**src/rtl/lsu_pkg.sv**
```systemverilog
// Shared types and decode helpers for the load/store unit.
package lsu_pkg;

    typedef enum logic [3:0] {
        LB  = 4'h0,
        LH  = 4'h1,
        LW  = 4'h2,
        LBU = 4'h4,
        LHU = 4'h5,
        SB  = 4'h8,
        SH  = 4'h9,
        SW  = 4'hA
    } mem_op_e;

    typedef enum logic [1:0] {
        IDLE,
        ACCESS,
        RESP
    } lsu_state_e;

    // funct3[1:0] -> access size in bytes; 0 for the unused encoding.
    function automatic logic [2:0] access_size(input logic [1:0] size_code);
        case (size_code)
            2'd0:    access_size = 3'd1;
            2'd1:    access_size = 3'd2;
            2'd2:    access_size = 3'd4;
            default: access_size = 3'd0;
        endcase
    endfunction

endpackage

```
**src/rtl/lsu_extend.sv**
```systemverilog
// Combinational load-result extension from an address-aligned memory word.
module lsu_extend (
    input  logic [2:0]  funct3,
    input  logic [31:0] raw,
    output logic [31:0] data
);

    always_comb begin
        data = '0;
        case (funct3)
            3'd0:    data = {{24{raw[7]}}, raw[7:0]};
            3'd1:    data = {{16{raw[15]}}, raw[15:0]};
            3'd2:    data = raw;
            3'd4:    data = {24'd0, raw[7:0]};
            3'd5:    data = {16'd0, raw[15:0]};
            default: data = '0;
        endcase
    end

endmodule

```
**src/rtl/load_store_unit.sv**
```systemverilog
// Single-outstanding load/store initiator driving the unified memory data port.
module load_store_unit
    import lsu_pkg::*;
#(
    parameter int unsigned ADDR_WIDTH       = 32,
    parameter int unsigned DATA_WIDTH       = 32,
    parameter bit          ALLOW_MISALIGNED = 1'b0
) (
    input  logic                  clk,
    input  logic                  rst,
    input  logic                  req_valid,
    output logic                  req_ready,
    input  logic [3:0]            req_op,
    input  logic [ADDR_WIDTH-1:0] req_addr,
    input  logic [DATA_WIDTH-1:0] req_wdata,
    output logic                  rsp_valid,
    input  logic                  rsp_ready,
    output logic [DATA_WIDTH-1:0] rsp_rdata,
    output logic                  rsp_fault,
    output logic [ADDR_WIDTH-1:0] mem_fetch_addr,
    input  logic [DATA_WIDTH-1:0] mem_fetched_data,
    output logic [ADDR_WIDTH-1:0] mem_write_addr,
    output logic [DATA_WIDTH-1:0] mem_write_data,
    output logic [2:0]            mem_bytes_to_write
);

    lsu_state_e            state_q, state_d;
    logic [3:0]            op_q;
    logic [ADDR_WIDTH-1:0] addr_q;
    logic [DATA_WIDTH-1:0] wdata_q;
    logic [DATA_WIDTH-1:0] rdata_q;
    logic                  fault_q;
    logic [DATA_WIDTH-1:0] ext_data;
    logic [2:0]            req_size;
    logic                  req_illegal;
    logic                  req_misaligned;
    logic                  req_fault;

    lsu_extend u_extend (
        .funct3 (op_q[2:0]),
        .raw    (mem_fetched_data),
        .data   (ext_data)
    );

    always_comb begin
        req_size    = access_size(req_op[1:0]);
        req_illegal = req_op[3] ? (req_op[2:0] > 3'd2)
                                : (req_op[2:0] == 3'd3 || req_op[2:0] == 3'd6 ||
                                   req_op[2:0] == 3'd7);
        req_misaligned = !ALLOW_MISALIGNED &&
                         ((req_size == 3'd2 && req_addr[0]) ||
                          (req_size == 3'd4 && req_addr[1:0] != 2'b00));
        req_fault = req_illegal || req_misaligned;
    end

    always_comb begin
        state_d            = state_q;
        req_ready          = 1'b0;
        rsp_valid          = 1'b0;
        mem_bytes_to_write = '0;
        case (state_q)
            IDLE: begin
                req_ready = 1'b1;
                if (req_valid)
                    state_d = req_fault ? RESP : ACCESS;
            end
            ACCESS: begin
                // Gated by rst so a store caught by reset never commits.
                if (op_q[3] && !rst)
                    mem_bytes_to_write = access_size(op_q[1:0]);
                state_d = RESP;
            end
            RESP: begin
                rsp_valid = 1'b1;
                if (rsp_ready)
                    state_d = IDLE;
            end
            default: state_d = IDLE;
        endcase
    end

    always_ff @(posedge clk) begin
        if (rst) begin
            state_q <= IDLE;
            op_q    <= '0;
            addr_q  <= '0;
            wdata_q <= '0;
            rdata_q <= '0;
            fault_q <= 1'b0;
        end else begin
            state_q <= state_d;
            if (state_q == IDLE && req_valid) begin
                op_q    <= req_op;
                addr_q  <= req_addr;
                wdata_q <= req_wdata;
                rdata_q <= '0;
                fault_q <= req_fault;
            end else if (state_q == ACCESS && !op_q[3]) begin
                rdata_q <= ext_data;
            end
        end
    end

    assign rsp_rdata      = rdata_q;
    assign rsp_fault      = fault_q;
    assign mem_fetch_addr = addr_q;
    assign mem_write_addr = addr_q;
    assign mem_write_data = wdata_q;

endmodule

```
**config.mk**
```make
export PLATFORM = sky130hd
export DESIGN_NAME = load_store_unit
export DESIGN_NICKNAME = d
export VERILOG_FILES = /design/src/rtl/lsu_pkg.sv /design/src/rtl/lsu_extend.sv /design/src/rtl/load_store_unit.sv
export SDC_FILE = /design/constraint.sdc
export NUM_CORES = 1
export LEC_CHECK = 0
export CAP_MARGIN = 20
export CELL_PAD_IN_SITES_DETAIL_PLACEMENT = 2
export CELL_PAD_IN_SITES_GLOBAL_PLACEMENT = 2
export CORE_MARGIN = 3
export CORE_UTILIZATION = 20
export CTS_BUF_LIST = sky130_fd_sc_hd__clkbuf_2 sky130_fd_sc_hd__clkbuf_4 sky130_fd_sc_hd__clkbuf_8
export DETAILED_ROUTE_END_ITERATION = 16
export MAX_ROUTING_LAYER = met4
export PLACE_DENSITY = 0.85
export SYNTH_ARGS = -nofsm -noshare
export SYNTH_HDL_FRONTEND = slang
export SYNTH_SLANG_ARGS = --single-unit
```
**constraint.sdc**
```tcl
create_clock -name clk -period 1.2 [get_ports clk]
set_input_delay 0.18 -clock clk [delete_from_list [all_inputs] [get_ports clk]]
set_output_delay 0.18 -clock clk [all_outputs]
set_load 0.02 [all_outputs]
```
==> PnR_summary.wiki, run 1 <==
{| class="wikitable"
! Metric !! Value
|-
| Die height || 151 um
|-
| TritonCTS clock tree || built
|-
| Area growth from synthesis to layout || 82.5%
|-
| Setup repair after global routing missed its margin || yes
|-
| Worst Setup Start Kind || flop
|-
| Critical Path Fanout Max || 3
|-
| Most used flip-flop cell after synthesis || dfxtp_1
|-
| Row count || 52
|-
| Library cell occupying the most area in the post-synthesis netlist || dfxtp_1
|-
| Total CTS buffers || 9
|-
| Clock tree root buffer cell || clkbuf_8
|-
| Net count reported at finish || 746
|-
| Quantity of hold-fixing buffers added after cts || 0
|-
| Total power of the final layout || 0.00860 W
|-
| Diodes inserted || 0
|-
| Area taken by flip-flops and latches || 2090 um^2
|-
| Clock transition at the registers of the reported paths || 0.12 ns
|-
| Worst-case headroom to the max-slew limit || 0.635
|-
| Pin count of the biggest net entering global routing || 29
|-
| HPWL after detailed placement || 12800 um
|-
| Cell-internal power || 0.00576 W
|-
| Vias post-DR || 4136
|-
| Antenna Violating Nets Remaining || 0
|-
| Pwr Density || 1130 nW/um^2
|-
| FF+latch count, synth || 103
|-
| Mapped cell area || 4190 um^2
|-
| WP buf/inv || 2
|-
| R2R Setup Slk || -0.45 ns
|-
| Iteration count of the initial detailed-routing pass || 5
|-
| Endpoint required time on the critical path || 1.02 ns
|-
| Area enclosed by the die boundary || 22700 um^2
|-
| Number of synthesized flops with an enable pin || 0
|-
| Yosys Warn Count || 0
|-
| Setup clock skew after layout || 0.0164 ns
|-
| Final worst-path cycle share || 1.38
|-
| Wire length of the first global-routing pass || 29400 um
|-
| Transition time of the tightest slew-check pin || 0.546 ns
|-
| Critical-path cell with the highest stage delay || dfxtp_2
|-
| Count of maximum capacitance violations || 0
|-
| Async set-or-reset flop fraction in the synthesized netlist || 0
|-
| Number of buffers on the longest clock path || 2
|-
| Ranking of synthesized cells by instance count || 103 x dfxtp_1, 69 x a22o_1, 34 x buf_4, 24 x inv_1, 24 x o32ai_1
|-
| Arrival time reported for the critical path endpoint || 1.48 ns
|-
| Floorplan die width || 151 um
|-
| Final period demand of the worst path || 1.66 ns
|-
| Final hold vios || 0
|-
| Fraction of layout instances using a drive strength above 1 || 0.488
|-
| Type of the worst min-delay path || in -> reg
|-
| Floorplan Core Area || 20400 um^2
|-
| Via-per-instance ratio || 4.51
|-
| Run status || complete, but fails checks
|-
| Initial core utilization || 0.205
|-
| Clock Latency Late Sink || 0.39 ns
|-
| H-tree levels || 3
|-
| First-iteration detailed-routing DRC count || 85
|-
| Number of antenna violations at the first check in global routing || 0
|-
| Post-route cell area || 7640 um^2
|-
| Maximum VDD drop || 0.550 mV
|-
| Per-cell routed wire length || 22.2 um
|-
| Setup Crit Path Kind || reg -> out
|-
| Power share of the combinational group || 0.296
|-
| Cells along the critical path || nor2b_4 -> nand3b_1 -> buf_6 -> nor3b_4 -> buf_6
|-
| Cell with the most instances after synthesis || dfxtp_1
|-
| Share of total power in the clock network || 0.265
|-
| Mapped Avg Cell Area || 10.8 um^2
|-
| Clock sink count || 103
|-
| Remaining global-route overflow || 0
|-
| Cell area reported after detailed placement || 6860 um^2
|-
| Critical path capture point type || output port
|-
| Share of the yosys chip area belonging to registers || 0.493
|-
| I/O pins || 238
|-
| Area fraction of the dominant cell type after synthesis || 0.493
|-
| Max frequency || 603 MHz
|-
| Cell variety after synth || 35
|-
| Largest stage delay on the critical path || 0.35 ns
|-
| Cell family with most CP delay || simple AND/OR/NAND/NOR gates
|-
| Layout filler cell count || 2149
|-
| Switching Share || 0.330
|-
| Multi-input combinational cell area || 2030 um^2
|-
| Worst slack at placement || -0.862 ns
|-
| Switching power || 0.00283 W
|-
| Vias in the first global route || 4818
|-
| Synthesized Nets || 490
|-
| Routability congestion estimate || 0.784
|-
| Syn Inst Count || 386
|-
| Most used cell along the critical path || buf_6
|-
| Fin. max-slew vios || 0
|-
| IO Port Bufs || 237
|-
| Final Routed Wirelength || 20400 um
|-
| Worst-case setup margin in the final layout || -0.458 ns
|-
| Total global-route track usage || 0.179
|-
| DRC || 0
|-
| Static Leak || 3.22 nW
|-
| Violations in the final reports || setup timing
|-
| Count of final setup violators || 108
|-
| Top cells by area, synth || dfxtp_1 49%, a22o_1 14%, buf_4 6.1%
|-
| Sequential power share || 0.439
|}
-- path summary, 6_finish.rpt --
kind,cells after the start,from,to
max reg2reg,9,state_q[0],mem_fetch_addr[19]
min,3,mem_fetched_data[1],rsp_rdata[1]
min reg2reg,2,rsp_rdata[4],rsp_rdata[4]
max,5,state_q[0],mem_bytes_to_write[2]
-- worst register-to-register path: cells and delay by family, from the launching register on --
family | cells | cell delay (ns)
buffers and inverters | 6 | 0.81
flip-flops | 1 | 0.34
AO/OA/AOI/OAI | 2 | 0.28
AND/OR/NAND/NOR | 1 | 0.11
-- cell usage in the layout, fill, tap and decap left out, types with 2 or more instances in the layout --
cell type,netlist,layout
nor2b_4,0,2
a22o_1,69,69
o32ai_2,0,18
nor3b_4,0,2
o21a_1,16,16
nand3b_1,2,2
mux2_2,8,8
mux2i_1,17,16
clkinv_4,0,2
clkdlybuf4s50_1,0,103
buf_2,10,128
clkbuf_8,0,9
buf_8,0,5
a22oi_1,7,7
nand2b_4,0,2
nand3_2,0,7
a21oi_2,2,8
inv_6,0,2
inv_8,0,2
buf_6,8,14
inv_1,24,24
nor2_1,4,4
buf_16,0,12
clkbuf_16,0,4
a21oi_4,0,3
dfxtp_2,0,20
buf_12,0,19
o32ai_4,0,5
dfxtp_1,103,82
nand2_2,0,7
buf_4,34,24
-- sequential cells by signal (all words and copies together), names as in the netlist --
name,flops
mem_fetch_addr,32
state_q,2
mem_write_data,32
op_q,4
rsp_rdata,32
rsp_fault,1
-- layer usage --
layer  wire (um)  track usage  vias up
met1        7900        0.194     2049
met5           0            -        -
met3        1160       0.0430       18
met4         278       0.0422        0
li1            -            -     1909
met2       11000        0.330      160
-- metrics by stage --
stage | util | hold WS [ns] | setup TNS [ns] | instances
global placement | 0.336 | 0.439 | -53.75 | 861
global route | 0.374 | 0.346 | -44.80 | 917
detailed placement | 0.336 | 0.451 | -59.91 | 861
floorplan | - | 0.305 | -7.87 | 386
finish | 0.374 | 0.365 | -37.64 | 917
CTS | 0.365 | 0.329 | -35.52 | 913
-- timing repair --
action	CTS	global route
setup endpoints to repair	237	115
pin swaps	66	34
cloned	18	5
setup buffers	18	11
gates resized for setup	631	44
-- area by class of cell --
| class | instances | area share |
|---|---|---|
| multi-input cells | 195 | 0.265 |
| clock buffers | 9 | 0.0162 |
| repair buffers | 309 | 0.379 |
| flip-flops and latches | 103 | 0.274 |
| well taps | 270 | 0.0442 |
| inverters | 24 | 0.0118 |
| clock inverters | 7 | 0.00966 |
-- power groups by stage --
stage          sequential, W  clock [W]  combinational, W
3_3_place_gp         0.00383          0           0.00204
6_report             0.00377    0.00228           0.00254
2_1_floorplan        0.00402          0          0.000856
4_1_cts              0.00377    0.00237           0.00252
5_1_grt              0.00380    0.00257           0.00269
3_5_place_dp         0.00384          0           0.00211
-- cells by family (layout without fill, tap and decap cells) --
group                  count (synthesis)  in the layout  share of synthesized area
buffers and inverters                 88            349                      0.127
multiplexers                          25             25                     0.0622
flip-flops                           103            103                      0.493
AO/OA/AOI/OAI                        131            131                      0.259
AND/OR/NAND/NOR                       39             39                     0.0598
No activity file was read; power rests on OpenSTA's default activity.
==> run 2: changes to the inputs <==
--- a/config.mk
+++ b/config.mk
@@ -12,6 +12,7 @@
 export CORE_UTILIZATION = 20
 export CTS_BUF_LIST = sky130_fd_sc_hd__clkbuf_2 sky130_fd_sc_hd__clkbuf_4 sky130_fd_sc_hd__clkbuf_8
 export DETAILED_ROUTE_END_ITERATION = 16
+export GPL_TIMING_DRIVEN = 0
 export MAX_ROUTING_LAYER = met4
 export PLACE_DENSITY = 0.85
 export SYNTH_ARGS = -nofsm -noshare
==> PnR_summary.wiki, run 2 (synthesis results as in run 1) <==
{| class="wikitable"
! Metric !! Value
|-
| Run status || complete, but fails checks
|-
| Max frequency || 583 MHz
|-
| Setup repair after global routing missed its margin || yes
|-
| Worst-case headroom to the max-slew limit || 0.480
|-
| Violations in the final reports || setup timing
|-
| Net count reported at finish || 795
|-
| Clock Latency Late Sink || 0.39 ns
|-
| Remaining global-route overflow || 0
|-
| Commonest cells after routing, fill and taps aside || 101 x buf_6, 101 x clkdlybuf4s50_1, 90 x buf_2
|-
| Routability congestion estimate || 0.775
|-
| Diodes inserted || 0
|-
| Floorplan Core Area || 20400 um^2
|-
| Final Routed Wirelength || 19700 um
|-
| Worst Setup Start Kind || flop
|-
| Iteration count of the initial detailed-routing pass || 4
|-
| Initial core utilization || 0.205
|-
| Final hold vios || 0
|-
| Vias in the first global route || 4711
|-
| Multi-input combinational cell area || 1910 um^2
|-
| Layout filler cell count || 2160
|-
| Setup_tns || -25.78 ns
|-
| Pin count of the biggest net entering global routing || 21
|-
| Met1 capacity usage during global routing || 0.192
|-
| Clock sink count || 103
|-
| Clock tree root buffer cell || clkbuf_8
|-
| Met2 layer usage reported by global route || 0.288
|-
| Total CTS buffers || 9
|-
| Quantity of hold-fixing buffers added after cts || 0
|-
| Type of the worst min-delay path || in -> reg
|-
| First-iteration detailed-routing DRC count || 103
|-
| I/O pins || 238
|-
| Area taken by flip-flops and latches || 2130 um^2
|-
| Antenna Violating Nets Remaining || 0
|-
| Area enclosed by the die boundary || 22700 um^2
|-
| Critical path capture point type || output port
|-
| Post-Route Hold Slack || 0.351 ns
|-
| Row count || 52
|-
| Setup clock skew after layout || 0.0116 ns
|-
| Die height || 151 um
|-
| TritonCTS clock tree || built
|-
| Number of buffers on the longest clock path || 2
|-
| Total global-route track usage || 0.166
|-
| Pwr Density || 1110 nW/um^2
|-
| Fraction of layout instances using a drive strength above 1 || 0.520
|-
| Met3 Use GR || 0.0449
|-
| Per-cell routed wire length || 20.3 um
|-
| Maximum VDD drop || 0.482 mV
|-
| Count of final setup violators || 112
|-
| Floorplan die width || 151 um
|-
| Via-per-instance ratio || 4.48
|-
| Setup Crit Path Kind || reg -> out
|-
| H-tree levels || 3
|-
| Area growth from synthesis to layout || 92.3%
|-
| Post-route cell area || 8050 um^2
|-
| Clock transition at the registers of the reported paths || 0.11 ns
|-
| IO Port Bufs || 237
|-
| Final worst-path cycle share || 1.43
|-
| Arrival time reported for the critical path endpoint || 1.54 ns
|-
| Transition time of the tightest slew-check pin || 0.780 ns
|-
| Critical Path Fanout Max || 4
|-
| Endpoint required time on the critical path || 1.02 ns
|-
| Count of maximum capacitance violations || 0
|-
| Static Leak || 3.47 nW
|-
| Final period demand of the worst path || 1.72 ns
|-
| HPWL after detailed placement || 13200 um
|-
| Most utilized layer in the global route result || met2
|-
| Vias post-DR || 4327
|-
| DRC || 0
|-
| Wire length of the first global-routing pass || 27800 um
|-
| Number of antenna violations at the first check in global routing || 0
|-
| Final Core Density || 0.394
|-
| Fin. max-slew vios || 0
|-
| Worst-case setup margin in the final layout || -0.516 ns
|-
| Cell area reported after detailed placement || 6990 um^2
|}
run 2: final cells by class:
class,count,share of cell area
buffer,57,0.0794
multi-input combinational,195,0.238
timing repair buffer,301,0.338
sequential,103,0.264
clock buffer,9,0.0154
clock inverter,7,0.0118
tap,270,0.0420
inverter,24,0.0112
run 2: worst paths after layout:
kind              depth (start not counted)          from  slack (ns)                     to
setup / recovery                          5    state_q[0]       -0.52  mem_bytes_to_write[2]
hold / removal                            3     req_valid        0.35             state_q[1]
hold reg to reg                           2  rsp_rdata[2]        0.46           rsp_rdata[2]
setup reg to reg                          7    state_q[0]       -0.32     mem_fetch_addr[29]
run 2: worst max-delay path, stage by stage, from the launching register on:
cell      delay, ns
dfxtp_4        0.39
nor2b_4        0.14
nand3b_1       0.13
buf_6          0.16
nor3b_4        0.19
buf_6          0.15
run 2: per-layer routing:
metal / vias up / share of wire
met5: - / 0
met4: 0 / 0.011
met3: 14 / 0.059
met2: 158 / 0.52
met1: 2148 / 0.41
li1: 2007 / -
run 2: timing repair:
| item | in CTS | in global routing |
|---|---|---|
| pin swaps | 6 | 21 |
| gates cloned | 10 | 0 |
| gates resized for setup | 729 | 91 |
| setup endpoints to repair | 237 | 141 |
| setup buffers | 34 | 28 |
run 2: through the flow:
step / power (W) / worst slack (ns) / cells
3_3_place_gp: 0.00597 / -1.11 / 893
4_1_cts: 0.00891 / -0.588 / 949
6_report: 0.00893 / -0.516 / 966
2_1_floorplan: 0.00488 / -0.109 / 386
3_5_place_dp: 0.00602 / -1.14 / 893
5_1_grt: 0.00940 / -0.612 / 966
run 2: report_power, final:
| part | internal [W] | switching [W] |
|---|---|---|
| combinational | 0.00145 | 0.00120 |
| clock | 0.00103 | 0.00146 |
| sequential | 0.00363 | 0.000163 |
